## src/rtl/cpu_pkg.sv

```systemverilog
// Shared CPU front-end types and constants: word widths, jump opcodes and fetch records.
package cpu_pkg;

  localparam int unsigned XLEN   = 32;
  localparam int unsigned INST_W = 32;

  localparam logic [5:0] OP_J   = 6'b000010;
  localparam logic [5:0] OP_JAL = 6'b000011;

  typedef struct packed {
    logic [INST_W-1:0] inst;
    logic [XLEN-1:0]   pc;
  } fetch_entry_t;

  // One per outstanding memory read: the epoch it was issued in and its address.
  typedef struct packed {
    logic            epoch;
    logic [XLEN-1:0] pc;
  } fetch_tag_t;

  function automatic logic is_jump(input logic [5:0] opcode);
    return (opcode == OP_J) || (opcode == OP_JAL);
  endfunction

  // Pseudo-direct target: region bits come from the address of the delay slot.
  function automatic logic [XLEN-1:0] jump_target(input logic [XLEN-1:0] pc,
                                                   input logic [25:0]     index);
    logic [XLEN-1:0] pc_plus4;
    pc_plus4 = pc + 32'd4;
    return (pc_plus4 & 32'hF000_0000) | {4'b0000, index, 2'b00};
  endfunction

endpackage

```

## src/rtl/fetch_unit_if.sv

```systemverilog
// Instruction-memory request/response bus between fetch (master) and memory (slave).
interface fetch_unit_if;
  import cpu_pkg::*;

  logic              imem_req_valid;
  logic              imem_req_ready;
  logic [XLEN-1:0]   imem_req_addr;
  logic              imem_resp_valid;
  logic [INST_W-1:0] imem_resp_data;

  modport master (
    output imem_req_valid,
    output imem_req_addr,
    input  imem_req_ready,
    input  imem_resp_valid,
    input  imem_resp_data
  );

  modport slave (
    input  imem_req_valid,
    input  imem_req_addr,
    output imem_req_ready,
    output imem_resp_valid,
    output imem_resp_data
  );

endinterface

```

## src/rtl/fetch_fifo.sv

```systemverilog
// Power-of-two synchronous FIFO with flush and occupancy count; used for both the
// output instruction buffer and the in-flight tag queue.
module fetch_fifo #(
  parameter int unsigned Width = 32,
  parameter int unsigned Depth = 2
) (
  input  logic                     clk,
  input  logic                     rst,
  input  logic                     push_i,
  input  logic [Width-1:0]         push_data_i,
  input  logic                     pop_i,
  input  logic                     flush_i,
  output logic [Width-1:0]         pop_data_o,
  output logic [$clog2(Depth):0]   count_o
);

  localparam int unsigned PtrW = $clog2(Depth);
  localparam int unsigned CntW = PtrW + 1;

  logic [Width-1:0] mem_q [Depth];
  logic [PtrW-1:0]  wr_ptr_q, wr_ptr_d;
  logic [PtrW-1:0]  rd_ptr_q, rd_ptr_d;
  logic [CntW-1:0]  count_q, count_d;
  logic             empty, full, push_ok, pop_ok;

  always_comb begin
    empty    = (count_q == '0);
    full     = (count_q == CntW'(Depth));
    pop_ok   = pop_i && !empty;
    // A full FIFO still takes a push when the head leaves in the same cycle.
    push_ok  = push_i && (!full || pop_ok);
    wr_ptr_d = wr_ptr_q;
    rd_ptr_d = rd_ptr_q;
    count_d  = count_q;
    if (flush_i) begin
      wr_ptr_d = '0;
      rd_ptr_d = '0;
      count_d  = '0;
    end else begin
      if (push_ok) wr_ptr_d = wr_ptr_q + PtrW'(1);
      if (pop_ok)  rd_ptr_d = rd_ptr_q + PtrW'(1);
      count_d = count_q + CntW'(push_ok) - CntW'(pop_ok);
    end
  end

  always_ff @(posedge clk or posedge rst) begin
    if (rst) begin
      wr_ptr_q <= '0;
      rd_ptr_q <= '0;
      count_q  <= '0;
    end else begin
      wr_ptr_q <= wr_ptr_d;
      rd_ptr_q <= rd_ptr_d;
      count_q  <= count_d;
    end
  end

  always_ff @(posedge clk) begin
    if (push_ok && !flush_i) mem_q[wr_ptr_q] <= push_data_i;
  end

  assign pop_data_o = mem_q[rd_ptr_q];
  assign count_o    = count_q;

endmodule

```

## src/rtl/fetch_unit.sv

```systemverilog
// Instruction fetch stage: owns the PC, issues credit-limited word reads, drops wrong-path
// responses by epoch. Define FETCH_JUMP_PREDECODE_EN to redirect early on J/JAL words.
module fetch_unit
  import cpu_pkg::*;
#(
  parameter logic [XLEN-1:0] RESET_PC = 32'h0000_0000,
  parameter int unsigned     DEPTH    = 2
) (
  input  logic              clk,
  input  logic              rst,
  fetch_unit_if.master      imem,
  input  logic              redirect_valid,
  input  logic [XLEN-1:0]   redirect_pc,
  output logic              out_valid,
  input  logic              out_ready,
  output logic [INST_W-1:0] out_inst,
  output logic [XLEN-1:0]   out_pc,
  output logic [XLEN-1:0]   out_pc_plus4
);

  localparam int unsigned CW = $clog2(DEPTH) + 1;

  logic            run_q, run_d;
  logic            epoch_q, epoch_d;
  logic [XLEN-1:0] fetch_pc_q, fetch_pc_d;
  logic [CW-1:0]   inflight_q, inflight_d;

  logic            req_fire, resp_good, resp_dec, out_pop;
  logic [CW:0]     credit_used;
  logic [CW-1:0]   fifo_count, tag_count;
  fetch_tag_t      tag_head, tag_push;
  fetch_entry_t    fifo_head, fifo_push;
`ifdef FETCH_JUMP_PREDECODE_EN
  logic            jump_redirect;
`endif

  always_comb begin
    run_d     = 1'b1;
    out_valid = (fifo_count != '0);
    out_pop   = out_valid && out_ready && !redirect_valid;
    // A pop this cycle frees a slot, which keeps one-per-cycle streaming at latency 1.
    credit_used = (CW+1)'(inflight_q) + (CW+1)'(fifo_count) - (CW+1)'(out_pop);
    imem.imem_req_valid = run_q && !redirect_valid && (credit_used < (CW+1)'(DEPTH));
    imem.imem_req_addr  = fetch_pc_q;
    req_fire = imem.imem_req_valid && imem.imem_req_ready;

    tag_push  = '{epoch: epoch_q, pc: fetch_pc_q};
    resp_good = imem.imem_resp_valid && (tag_head.epoch == epoch_q) && !redirect_valid;
    resp_dec  = imem.imem_resp_valid && (inflight_q != '0);
    fifo_push = '{inst: imem.imem_resp_data, pc: tag_head.pc};

    fetch_pc_d = fetch_pc_q;
    epoch_d    = epoch_q;
    if (req_fire) fetch_pc_d = fetch_pc_q + 32'd4;
`ifdef FETCH_JUMP_PREDECODE_EN
    // The jump itself stays in the FIFO; only younger fetches go stale.
    jump_redirect = resp_good && is_jump(imem.imem_resp_data[31:26]);
    if (jump_redirect) begin
      fetch_pc_d = jump_target(tag_head.pc, imem.imem_resp_data[25:0]);
      epoch_d    = ~epoch_q;
    end
`endif
    if (redirect_valid) begin
      fetch_pc_d = redirect_pc & ~32'h0000_0003;
      epoch_d    = ~epoch_q;
    end
    inflight_d = inflight_q + CW'(req_fire) - CW'(resp_dec);

    out_inst     = out_valid ? fifo_head.inst : '0;
    out_pc       = out_valid ? fifo_head.pc : '0;
    out_pc_plus4 = out_valid ? fifo_head.pc + 32'd4 : '0;
  end

  always_ff @(posedge clk or posedge rst) begin
    if (rst) begin
      run_q      <= 1'b0;
      epoch_q    <= 1'b0;
      fetch_pc_q <= RESET_PC;
      inflight_q <= '0;
    end else begin
      run_q      <= run_d;
      epoch_q    <= epoch_d;
      fetch_pc_q <= fetch_pc_d;
      inflight_q <= inflight_d;
    end
  end

  fetch_fifo #(
    .Width ($bits(fetch_entry_t)),
    .Depth (DEPTH)
  ) u_out_fifo (
    .clk         (clk),
    .rst         (rst),
    .push_i      (resp_good),
    .push_data_i (fifo_push),
    .pop_i       (out_pop),
    .flush_i     (redirect_valid),
    .pop_data_o  (fifo_head),
    .count_o     (fifo_count)
  );

  // Never flushed: stale fetches must still retire their tag when they return.
  fetch_fifo #(
    .Width ($bits(fetch_tag_t)),
    .Depth (DEPTH)
  ) u_tag_fifo (
    .clk         (clk),
    .rst         (rst),
    .push_i      (req_fire),
    .push_data_i (tag_push),
    .pop_i       (imem.imem_resp_valid),
    .flush_i     (1'b0),
    .pop_data_o  (tag_head),
    .count_o     (tag_count)
  );

  assert property (@(posedge clk) disable iff (rst) imem.imem_resp_valid |-> inflight_q != '0);
  assert property (@(posedge clk) disable iff (rst) tag_count == inflight_q);
  assert property (@(posedge clk) disable iff (rst)
                   (CW+1)'(inflight_q) + (CW+1)'(fifo_count) <= (CW+1)'(DEPTH));

endmodule

```

## src/flat_wrapper.sv

```systemverilog
// flat-port wrapper written by rule: the top's interface ports become plain ports
module fetch_unit_flat import cpu_pkg::*;
#(
  parameter logic [XLEN-1:0] RESET_PC = 32'h0000_0000,
  parameter int unsigned     DEPTH    = 2
)
  (clk, rst, redirect_valid, redirect_pc, out_valid, out_ready, out_inst, out_pc, out_pc_plus4, imem_imem_req_valid, imem_imem_req_addr, imem_imem_req_ready, imem_imem_resp_valid, imem_imem_resp_data);
  fetch_unit_if imem_i ();
  input  logic clk;
  input  logic rst;
  input  logic redirect_valid;
  input  logic [XLEN-1:0] redirect_pc;
  output logic out_valid;
  input  logic out_ready;
  output logic [INST_W-1:0] out_inst;
  output logic [XLEN-1:0] out_pc;
  output logic [XLEN-1:0] out_pc_plus4;
  output wire logic [$bits(imem_i.imem_req_valid)-1:0] imem_imem_req_valid;
  output wire logic [$bits(imem_i.imem_req_addr)-1:0] imem_imem_req_addr;
  input wire logic [$bits(imem_i.imem_req_ready)-1:0] imem_imem_req_ready;
  input wire logic [$bits(imem_i.imem_resp_valid)-1:0] imem_imem_resp_valid;
  input wire logic [$bits(imem_i.imem_resp_data)-1:0] imem_imem_resp_data;
  assign imem_imem_req_valid = imem_i.imem_req_valid;
  assign imem_imem_req_addr = imem_i.imem_req_addr;
  assign imem_i.imem_req_ready = imem_imem_req_ready;
  assign imem_i.imem_resp_valid = imem_imem_resp_valid;
  assign imem_i.imem_resp_data = imem_imem_resp_data;
  fetch_unit #(.RESET_PC(RESET_PC), .DEPTH(DEPTH)) u_core (.clk(clk), .rst(rst), .imem(imem_i), .redirect_valid(redirect_valid), .redirect_pc(redirect_pc), .out_valid(out_valid), .out_ready(out_ready), .out_inst(out_inst), .out_pc(out_pc), .out_pc_plus4(out_pc_plus4));
endmodule
```

## config.mk

```make
export PLATFORM = sky130hd
export DESIGN_NAME = fetch_unit_flat
export DESIGN_NICKNAME = d
export VERILOG_FILES = /design/src/rtl/cpu_pkg.sv /design/src/rtl/fetch_unit_if.sv /design/src/rtl/fetch_fifo.sv /design/src/rtl/fetch_unit.sv /design/src/flat_wrapper.sv
export SDC_FILE = /design/constraint.sdc
export NUM_CORES = 1
export LEC_CHECK = 0
export BUFFER_PORTS_ARGS = -buffer_cell sky130_fd_sc_hd__buf_2
export CAP_MARGIN = 20
export CORE_ASPECT_RATIO = 1.25
export CORE_MARGIN = 5
export CORE_UTILIZATION = 50
export CTS_BUF_LIST = sky130_fd_sc_hd__clkbuf_16
export CTS_CLUSTER_DIAMETER = 50
export CTS_CLUSTER_SIZE = 25
export DETAILED_ROUTE_END_ITERATION = 6
export PLACE_DENSITY = 0.78
export SLEW_MARGIN = 20
export SYNTH_ARGS = -nofsm -noshare
export SYNTH_HDL_FRONTEND = slang
export SYNTH_SLANG_ARGS = --single-unit
```

## constraint.sdc

```tcl
create_clock -name clk -period 4.79 [get_ports clk]
set_clock_uncertainty 0.1 [all_clocks]
set_input_delay 0.958 -clock clk [delete_from_list [all_inputs] [get_ports clk]]
set_output_delay 0.958 -clock clk [all_outputs]
set_load 0.005 [all_outputs]
```

==> metrics.yaml <==
place_hpwl_mm: 15.8
rsz0062_at_grt: "no"
cp_slowest_stage_delay_ps: 740
ys.flop_type: "edfxtp_1"
worstMarginPinSlew_ps: 1050
ys_types: 60
tns_ps: 0
synth_seq_area_share_pct: 64.3
drt_iter0_markers: 312
post-cts-setup-buffers: 0
overflow: 0
synthArstFlopShare_pct: 18.4
antenna_cells: 0
start_util_pct: 51.0
drive_gt1_share_pct: 29.3
grt_pass1_wl_mm: 35.0
clock_latency_ps: 480
io_pins: 200
htree_levels: 1
fin_nets: 1052
fillers: 1592
dieArea_mm2: 0.0236
cts.hold.buffers_added: 0
postRouteAntennaNets: 0
p_leak_nw: 4.64
cp-end-kind: "output port"
vias: 6809
cts_buffer_depth: 3
netlist_instances: 783
grt_max_degree: 73
placed_area_mm2: 0.0116
core_area_mm2: 0.0202
syn_area_mm2: 0.0103
final_cells: 1252
powerDensity_mw_per_mm2: 508
peakVddDrop_mv: 0.443
io_buffers: 191
path_class: "reg2out"
path_clk_slew_ps: 90
die_h_um: 171
crit_chain: "buf_4 -> nand3_1 -> a22oi_1 -> nand4_2 -> a21oi_1 -> mux2_2 -> buf_2"
relSlewSlack_pct: 29.7
cts_tree: "yes"
post_cts_resized: 0
wl_per_cell_um: 17.6
fin_area_mm2: 0.0121
period_needed_ps: 4270
clkSinkCount: 228
slew_violations: 0
std_cell_rows: 58
synth_edf_count: 186
cts_buffers: 17
grt_pass1_vias: 6673
setup_viol_count_final: 0
grt_usage_pct: 18.2
status: "complete, no violations"
critPathSlowestCell: "dfrtp_4"
fin_crit_sh_pct: 89.1
start_kind: "flip-flop"
clockRootBuffer: "clkbuf_16"
yosys_warnings: 0
place.gp.congestion: 0.831
critical_path_arrival_ps: 3210
antenna_found_initial: 0
drt-total-wl_mm: 22.1
dp.cells: 1223
path_max_fanout: 35
max_freq_mhz: 234
routed_via_density: 5.44
holdCritPathClass: "reg2reg"
die_width_um: 139
syn_to_final_growth_pct: 17.6
avgSynthCellArea_um2: 13.2
ys_ff_latch: 228
post-route-drc-count: 0
cp_data_required_time_ps: 3730
dr.pass1.iters: 4
finalHoldViolCount: 0
cap_violations: 0
## metrics by stage
step	hold WS (ps)	power [mW]	utilization (%)	setup WS, ps
after global routing	447	6.55	60.0	330
after floorplan	367	4.04	-	-132
after global placement	386	4.76	57.2	458
final	411	6.17	60.0	520
after detailed placement	405	4.83	57.2	325
after CTS	420	6.24	60.0	521
## synthesized netlist by cell type, drive strengths merged (4+ instances only)
| cell | count | area share [%] |
|---|---|---|
| edfxtp | 186 | 54 |
| nand4b | 6 | 0.51 |
| xor2 | 11 | 0.93 |
| dfrtp | 42 | 10 |
| and2 | 10 | 0.61 |
| o31ai | 10 | 0.73 |
| nor3 | 8 | 0.53 |
| nand4 | 23 | 1.6 |
| nand2 | 67 | 2.4 |
| mux2 | 37 | 4.0 |
| a221o | 8 | 0.78 |
| xnor2 | 11 | 0.93 |
| a22oi | 4 | 0.29 |
| clkbuf | 15 | 0.55 |
| o211ai | 10 | 0.73 |
| nand3 | 27 | 1.5 |
| ha | 9 | 1.1 |
| nor2 | 88 | 3.2 |
| a21oi | 10 | 0.52 |
| o21ai | 33 | 1.6 |
| o311ai | 9 | 0.76 |
| a31oi | 6 | 0.36 |
| mux2i | 65 | 6.3 |
| inv | 15 | 0.55 |
| buf | 27 | 1.9 |
| and3 | 9 | 0.55 |
| nand3b | 4 | 0.29 |
## worst max-delay path: cells and delay by family (launching register included)
kind,cells,cell delay (ps)
AOI/OAI and AO/OA,2,710
buffers and inverters,2,550
and+or+nand+nor,2,350
muxes,1,370
DFF,1,740
## sequential cells by signal, summed over array words and instances, names as in the netlist, 2 cells and up
register                   flops
u_core.u_out_fifo.count_o      2
u_core.inflight_q              2
u_core.u_tag_fifo.mem_q       62
u_core.imem.imem_req_addr     30
u_core.u_out_fifo.mem_q      124
u_core.u_tag_fifo.count_o      2
## layer usage
metal / vias to the layer above / global-route usage (%) / share of wire (%)
met5: - / 0 / 0
met4: 0 / 4.77 / 1.9
met3: 30 / 3.19 / 6.3
met2: 203 / 32.4 / 50
met1: 3276 / 23.4 / 42
li1: 3300 / - / -
## where the power goes
part	switching, mW	internal [mW]
registers	0.224	2.49
logic	1.17	0.883
clock network	0.711	0.696
## final timing paths
path                                         startpoint                      endpoint  slack [ps]  cells after the start
hold / removal             u_core.u_tag_fifo.count_o[1]  u_core.u_tag_fifo.count_o[1]         410                      1
setup reg to reg           u_core.u_out_fifo.count_o[0]  u_core.u_tag_fifo.count_o[1]         820                     16
setup / recovery             u_core.u_out_fifo.rd_ptr_q              out_pc_plus4[23]         520                      7
min in group asynchronous                           rst    u_core.u_tag_fifo.wr_ptr_q         450                      2
max in group asynchronous                           rst  u_core.imem.imem_req_addr[5]        3420                      3
hold reg to reg            u_core.u_tag_fifo.count_o[1]  u_core.u_tag_fifo.count_o[1]         410                      1
## cells by family after synthesis
| family | Yosys count | share of synthesized area, % |
|---|---|---|
| fa+ha+maj | 10 | 1.28 |
| flops | 228 | 64.3 |
| xor+xnor | 22 | 1.87 |
| mux | 102 | 10.3 |
| buf+inv | 58 | 3.07 |
| compound gates | 104 | 6.86 |
| simple gates | 257 | 12.3 |
| other cells | 2 | 0.0727 |
## layout make-up
type / instances / area, um2 / area share (%)
Clock inverter: 12 / 128 / 1.05
Clock buffer: 17 / 425 / 3.50
Multi-Input combinational cell: 502 / 3420 / 28.2
Inverter: 16 / 65.1 / 0.536
Timing Repair Buffer: 207 / 1130 / 9.28
Sequential cell: 228 / 6640 / 54.7
Tap cell: 270 / 338 / 2.78
## placed cells by master, fill, tap and decap left out, types with 5 or more instances in the layout
cell / instances
o21ai_0: 33
nand3_1: 25
dfrtp_1: 41
o31ai_1: 10
a31oi_1: 6
o311ai_1: 6
ha_1: 9
nand4b_1: 6
buf_2: 191
a21oi_1: 9
mux2i_1: 65
buf_4: 12
mux2_2: 36
clkbuf_16: 17
o211ai_1: 10
conb_1: 7
nor3_1: 5
edfxtp_1: 186
xor2_1: 11
and2_1: 10
nor2_1: 83
xnor2_1: 11
nand2_1: 67
inv_1: 15
a221o_1: 8
and3_1: 9
nand4_1: 21
No activity file was read; power rests on OpenSTA's default activity.
